$ cat src/rtl/deser160_pkg.sv
// rtl/deser160_pkg.sv - shared constants for the deser160 test-stream generator
package deser160_pkg;

  localparam logic [1:0] MODE_IDLE  = 2'd0;
  localparam logic [1:0] MODE_PAT   = 2'd1;
  localparam logic [1:0] MODE_PRBS  = 2'd2;
  localparam logic [1:0] MODE_FRAME = 2'd3;

  localparam logic [11:0] HEADER_DEFAULT  = 12'h7FC;
  localparam logic [11:0] TRAILER_DEFAULT = 12'h7FE;

  localparam logic [6:0] PRBS7_SEED = 7'h7F;

endpackage

$ cat src/rtl/deser160_sync2.sv
// rtl/deser160_sync2.sv - width-parameterized 2-FF synchronizer into the sclk180 domain
module deser160_sync2 #(
  parameter int W = 1
) (
  input  logic         clk,
  input  logic         reset,
  input  logic [W-1:0] d,
  output logic [W-1:0] q
);

  logic [W-1:0] s1_q;
  logic [W-1:0] s2_q;

  always_ff @(posedge clk or posedge reset) begin
    if (reset) begin
      s1_q <= '0;
      s2_q <= '0;
    end else begin
      s1_q <= d;
      s2_q <= s1_q;
    end
  end

  assign q = s2_q;

endmodule

$ cat src/rtl/deser160_testgen.sv
// rtl/deser160_testgen.sv - serial test-stream generator: repeating pattern, PRBS7 or triggered frames
module deser160_testgen
  import deser160_pkg::*;
#(
  parameter int          PAYLOAD_BITS = 96,
  parameter logic [11:0] HEADER       = HEADER_DEFAULT,
  parameter logic [11:0] TRAILER      = TRAILER_DEFAULT
) (
  input  logic       sclk180,
  input  logic       reset,
  input  logic [1:0] mode,
  input  logic [7:0] pattern,
  input  logic       trig_tgl,
  output logic       sdata,
  output logic       busy,
  output logic [7:0] missed
);

  localparam logic [1:0] ST_IDLE = 2'd0;
  localparam logic [1:0] ST_HDR  = 2'd1;
  localparam logic [1:0] ST_PAY  = 2'd2;
  localparam logic [1:0] ST_TRL  = 2'd3;

  localparam logic [9:0] PAY_LAST  = 10'(PAYLOAD_BITS - 1);
  localparam logic [9:0] EDGE_LAST = 10'd11;

  logic [1:0] mode_s;
  logic [7:0] pattern_s;
  logic       trig_s;

  deser160_sync2 #(.W(2)) u_sync_mode (
    .clk   (sclk180),
    .reset (reset),
    .d     (mode),
    .q     (mode_s)
  );

  deser160_sync2 #(.W(8)) u_sync_pattern (
    .clk   (sclk180),
    .reset (reset),
    .d     (pattern),
    .q     (pattern_s)
  );

  deser160_sync2 #(.W(1)) u_sync_trig (
    .clk   (sclk180),
    .reset (reset),
    .d     (trig_tgl),
    .q     (trig_s)
  );

  logic [1:0] state_q, state_d;
  logic [9:0] fcnt_q, fcnt_d;
  logic [2:0] pcnt_q, pcnt_d;
  logic [1:0] mode_q, mode_d;
  logic [7:0] pat_q, pat_d;
  logic [6:0] prbs_q, prbs_d;
  logic       sdata_q, sdata_d;
  logic       busy_q, busy_d;
  logic [7:0] missed_q, missed_d;
  logic       trig_dly_q, trig_dly_d;

  logic [6:0] prbs_cur;
  logic [6:0] prbs_adv;
  logic       trig_pulse;
  logic       start;
  logic       stream_mode;

  always_comb begin
    prbs_cur    = (prbs_q == '0) ? PRBS7_SEED : prbs_q;
    prbs_adv    = {prbs_cur[5:0], prbs_cur[6] ^ prbs_cur[5]};
    trig_pulse  = trig_s ^ trig_dly_q;
    stream_mode = (mode_q == MODE_PAT) || (mode_q == MODE_PRBS);
    start       = trig_pulse && (mode_q == MODE_FRAME) && (state_q == ST_IDLE) && !busy_q;

    state_d    = state_q;
    fcnt_d     = fcnt_q;
    pcnt_d     = '0;
    mode_d     = mode_q;
    pat_d      = pat_q;
    prbs_d     = prbs_cur;
    sdata_d    = 1'b0;
    busy_d     = (state_q != ST_IDLE);
    missed_d   = missed_q;
    trig_dly_d = trig_s;

    case (state_q)
      ST_HDR: begin
        sdata_d = HEADER[fcnt_q[3:0]];
        if (fcnt_q == '0) begin
          state_d = ST_PAY;
          fcnt_d  = PAY_LAST;
        end else begin
          fcnt_d = fcnt_q - 1'b1;
        end
      end
      ST_PAY: begin
        sdata_d = prbs_cur[6];
        prbs_d  = prbs_adv;
        if (fcnt_q == '0) begin
          state_d = ST_TRL;
          fcnt_d  = EDGE_LAST;
        end else begin
          fcnt_d = fcnt_q - 1'b1;
        end
      end
      ST_TRL: begin
        sdata_d = TRAILER[fcnt_q[3:0]];
        if (fcnt_q == '0) begin
          state_d = ST_IDLE;
        end else begin
          fcnt_d = fcnt_q - 1'b1;
        end
      end
      default: begin
        case (mode_q)
          MODE_PAT: begin
            sdata_d = pat_q[~pcnt_q];
            pcnt_d  = pcnt_q + 1'b1;
          end
          MODE_PRBS: begin
            sdata_d = prbs_cur[6];
            prbs_d  = prbs_adv;
            pcnt_d  = pcnt_q + 1'b1;
          end
          default: ;
        endcase
        // Streaming modes only hand over at a word boundary so no partial word is sent.
        if (start) begin
          state_d = ST_HDR;
          fcnt_d  = EDGE_LAST;
        end else if (!stream_mode || pcnt_q == 3'd7) begin
          mode_d = mode_s;
          pat_d  = pattern_s;
        end
      end
    endcase

    if (trig_pulse && (state_q != ST_IDLE || busy_q) && missed_q != 8'hFF) begin
      missed_d = missed_q + 1'b1;
    end
  end

  always_ff @(posedge sclk180 or posedge reset) begin
    if (reset) begin
      state_q    <= ST_IDLE;
      fcnt_q     <= '0;
      pcnt_q     <= '0;
      mode_q     <= MODE_IDLE;
      pat_q      <= '0;
      prbs_q     <= PRBS7_SEED;
      sdata_q    <= 1'b0;
      busy_q     <= 1'b0;
      missed_q   <= '0;
      trig_dly_q <= 1'b0;
    end else begin
      state_q    <= state_d;
      fcnt_q     <= fcnt_d;
      pcnt_q     <= pcnt_d;
      mode_q     <= mode_d;
      pat_q      <= pat_d;
      prbs_q     <= prbs_d;
      sdata_q    <= sdata_d;
      busy_q     <= busy_d;
      missed_q   <= missed_d;
      trig_dly_q <= trig_dly_d;
    end
  end

  assign sdata  = sdata_q;
  assign busy   = busy_q;
  assign missed = missed_q;

endmodule

$ cat config.mk
export PLATFORM = sky130hd
export DESIGN_NAME = deser160_testgen
export DESIGN_NICKNAME = d
export VERILOG_FILES = /design/src/rtl/deser160_pkg.sv /design/src/rtl/deser160_sync2.sv /design/src/rtl/deser160_testgen.sv
export SDC_FILE = /design/constraint.sdc
export NUM_CORES = 1
export LEC_CHECK = 0
export BUFFER_PORTS_ARGS = -buffer_cell sky130_fd_sc_hd__buf_2
export CELL_PAD_IN_SITES_DETAIL_PLACEMENT = 0
export CELL_PAD_IN_SITES_GLOBAL_PLACEMENT = 1
export CORE_MARGIN = 1
export CORE_UTILIZATION = 52
export DETAILED_ROUTE_END_ITERATION = 16
export GPL_ROUTABILITY_DRIVEN = 0
export HOLD_SLACK_MARGIN = 0.06
export PLACE_DENSITY_LB_ADDON = 0.3
export SYNTH_ARGS = -nofsm -noshare
export SYNTH_HDL_FRONTEND = slang
export SYNTH_SLANG_ARGS = --single-unit
$ cat constraint.sdc
create_clock -name sclk180 -period 2.84 [get_ports sclk180]
set_input_delay 0.284 -clock sclk180 [delete_from_list [all_inputs] [get_ports sclk180]]
set_output_delay 0.284 -clock sclk180 [all_outputs]
set_load 0.05 [all_outputs]
==> results.yml <==
run_status:
  status: "completed"
logic_synthesis:
  synth_fp_nets: 284
  synthMuxAreaShare_pct: 5.640
  synth_top_family_by_area: "compound AO/OA/AOI/OAI gates"
  seq_area_frac_synth_pct: 53.41
  synthCells: 257
  synth_fa_ha_area_share_pct: 5.721
  synth.distinct_cells: 60
  yosys-top-cells-count: "dfrtp_1 (58), ha_1 (14), nor2_1 (13), nand2_1 (12), o21ai_0 (12)"
  synth_top_cell_by_area: "dfrtp_1"
  ys_ff_latch: 65
  synth-main-ff-cell: "dfrtp_1"
  synth.most_common_cell: "dfrtp_1"
  yosys.area_share.simple_pct: 14.47
  synthTopCellsByArea: "dfrtp_1 (47%), dfstp_2 (6.0%), ha_1 (5.7%)"
  ys_async_sr_fraction_pct: 100.0
  synth_top_area_share_pct: 47.40
  synth-compound-area-share_pct: 15.41
  synth_area_per_cell_um2: 11.91
  synth_xor_area_share_pct: 2.575
  synth_warnings: 0
  synth_edf_count: 0
  syn-cell-area_mm2: 0.003062
worst_hold_path:
  hold_class: "register to register"
grt:
  grt_pass1_vias: 2195
  antenna_found_initial: 0
  gr-total-overflow: 0
  use_met2_pct: 34.96
  top_usage_layer: "met2"
  grt_max_degree: 29
  gr-usage-met3_pct: 5.517
  met1_usage_pct: 29.84
  grt_pass1_wl_um: 10430
  grtUsageTotal_pct: 22.35
pwr:
  leakage_nw: 1.569
  peakVddDrop_v: 0.0008520
  report.power.total_mw: 4.391
  power_density_mw_per_mm2: 1235
setup_path:
  slowest_delay_ns: 0.50
  end_kind: "register"
  critical_path_class: "register to register"
  critical_path.max_fanout: 10
  cp_cell_sequence: "inv_1 > ha_1 > nor3b_2 > and3_1 > a21oi_4 > mux2_4"
  crit_required_ns: 3.06
  cpMaxStageDelayCell: "nor3b_2"
  worstPathArrival_ns: 2.44
  worstSetupStartpointType: "register"
sta:
  fin_worst_skew_ns: 0.005415
  drv_slew: 0
  final.period_utilization_pct: 78.20
  finalSetupViolCount: 0
  final.setup.worst_slack_ns: 0.6192
  setup_tns_ns: 0
  rsz0062_at_grt: "false"
  worstMarginPinSlew_ns: 0.5912
  finalCriticalPeriod_ns: 2.221
  hold_viol: 0
  fmax_ghz: 0.4503
  max-slew-margin-rel_pct: 60.32
clock_tree:
  cts_buffer_depth: 2
  post_cts_buffers: 0
  cts_buffers: 9
  path_clk_slew_ns: 0.07
  cts_tree: "built"
  cts.sinks: 65
  cts_root_buf: "clkbuf_8"
  cts_resized: 0
  htreeDepth: 3
  clkLatencyLatePin_ns: 0.33
place:
  dp_hpwl_um: 3963
  preCtsSetupSlack_ns: 0.6917
  io_buffers: 22
final_layout:
  nets: 322
  area_growth_pct: 16.18
  layout-drive-gt1-share_pct: 25.33
  antenna_cells: 0
  n_fill_cell: 459
  seq_area_mm2: 0.001635
  multi_input_area_mm2: 0.001341
floorplan:
  die_width_um: 78.73
  placementRows: 27
  die-area_mm2: 0.006198
  start_util_pct: 54.93
  die_h_um: 78.73
  core_mm2: 0.005574
  ioPinCount: 23
route:
  routed_wirelength_um: 5935
  drc: 0
  drtIter0Drc: 244
  avgViaCountPerCell: 5.715
  wire_per_inst_um: 15.95
  ant_nets: 0
  vias: 2126
  dr.pass1.iters: 4
run:
  drv_cap: 0
[flip-flops by register name, summed over array words and instances (netlist names)]
register             flops
busy                     1
fcnt_q                  10
missed                   8
mode_q                   2
pat_q                    8
pcnt_q                   3
prbs_q                   7
sdata                    1
state_q                  2
trig_dly_q               1
u_sync_mode.q            2
u_sync_mode.s1_q         2
u_sync_pattern.q         8
u_sync_pattern.s1_q      8
u_sync_trig.q            1
u_sync_trig.s1_q         1
[through the flow]
step                      instance area [um2]  utilization (%)  hold slack, ns  instances
after detailed placement                 3233            58.00          0.3111        344
after CTS                                3557            63.82          0.3506        372
after global placement                   3233            58.00          0.3010        344
after global routing                     3557            63.82          0.3579        372
final                                    3557            63.82          0.3490        372
after floorplan                          3062                -          0.3154        257
[critical path: cells and delay by family, from the launching register on]
family,cells,cell delay [ns]
AO/OA/AOI/OAI,1,0.17
AND/OR/NAND/NOR,2,0.94
multiplexers,1,0.33
flip-flops,1,0.42
adder cells (fa/ha/maj),1,0.14
buffers and inverters,1,0.12
[what timing repair did]
item | in CTS | in global routing
hold buffers | 12 | 0
endpoints found under the hold margin | 29 | 0
setup endpoints to repair | 0 | 0
[kinds of logic (layout without fill, tap and decap cells)]
group           after synthesis  in the layout
simple gates                 73             73
flops                        65             65
compound gates               64             64
buf+inv                      19             62
fa+ha+maj                    14             14
mux                          13             13
xor+xnor                      9              9
[layer usage]
metal	wire length, um	vias to the layer above
met3	211	10
met2	2894	47
met1	2731	1029
li1	-	1040
met4	97	0
met5	0	-
[worst paths after layout]
| check | from | endpoint | slack (ns) | cells past startpoint |
|---|---|---|---|---|
| hold reg to reg | u_sync_pattern.s1_q[1] | u_sync_pattern.q[1] | 0.35 | 0 |
| setup reg to reg | fcnt_q[0] | fcnt_q[1] | 0.62 | 6 |
| min in group asynchronous | reset | missed[3] | 0.49 | 3 |
| setup / recovery | fcnt_q[0] | fcnt_q[1] | 0.62 | 6 |
| max in group asynchronous | reset | prbs_q[2] | 1.62 | 4 |
| hold / removal | u_sync_pattern.s1_q[1] | u_sync_pattern.q[1] | 0.35 | 0 |
[power breakdown]
part           internal [mW]  switching [mW]
Sequential              1.24           0.294
Combinational          0.833            1.23
Clock                  0.432           0.360
[area by class of cell]
cell class | count | share of cell area, %
clock inverters | 6 | 1.864
repair buffers | 37 | 7.105
clock buffers | 10 | 3.869
multi-input cells | 173 | 37.71
flip-flops and latches | 65 | 45.97
well taps | 72 | 2.533
inverters | 9 | 0.9497
[placed cells by master (no fill, tap or decap), types with 7 or more instances in the layout]
| cell | instances |
|---|---|
| buf_2 | 22 |
| nand3_1 | 8 |
| nor2_1 | 13 |
| mux2_2 | 10 |
| nor2b_1 | 7 |
| dfrtp_1 | 58 |
| nand2_1 | 12 |
| o21ai_0 | 12 |
| clkbuf_8 | 10 |
| dlygate4sd3_1 | 12 |
| inv_1 | 8 |
| ha_1 | 14 |
| dfstp_2 | 7 |
(Power assumes the default switching activity.)
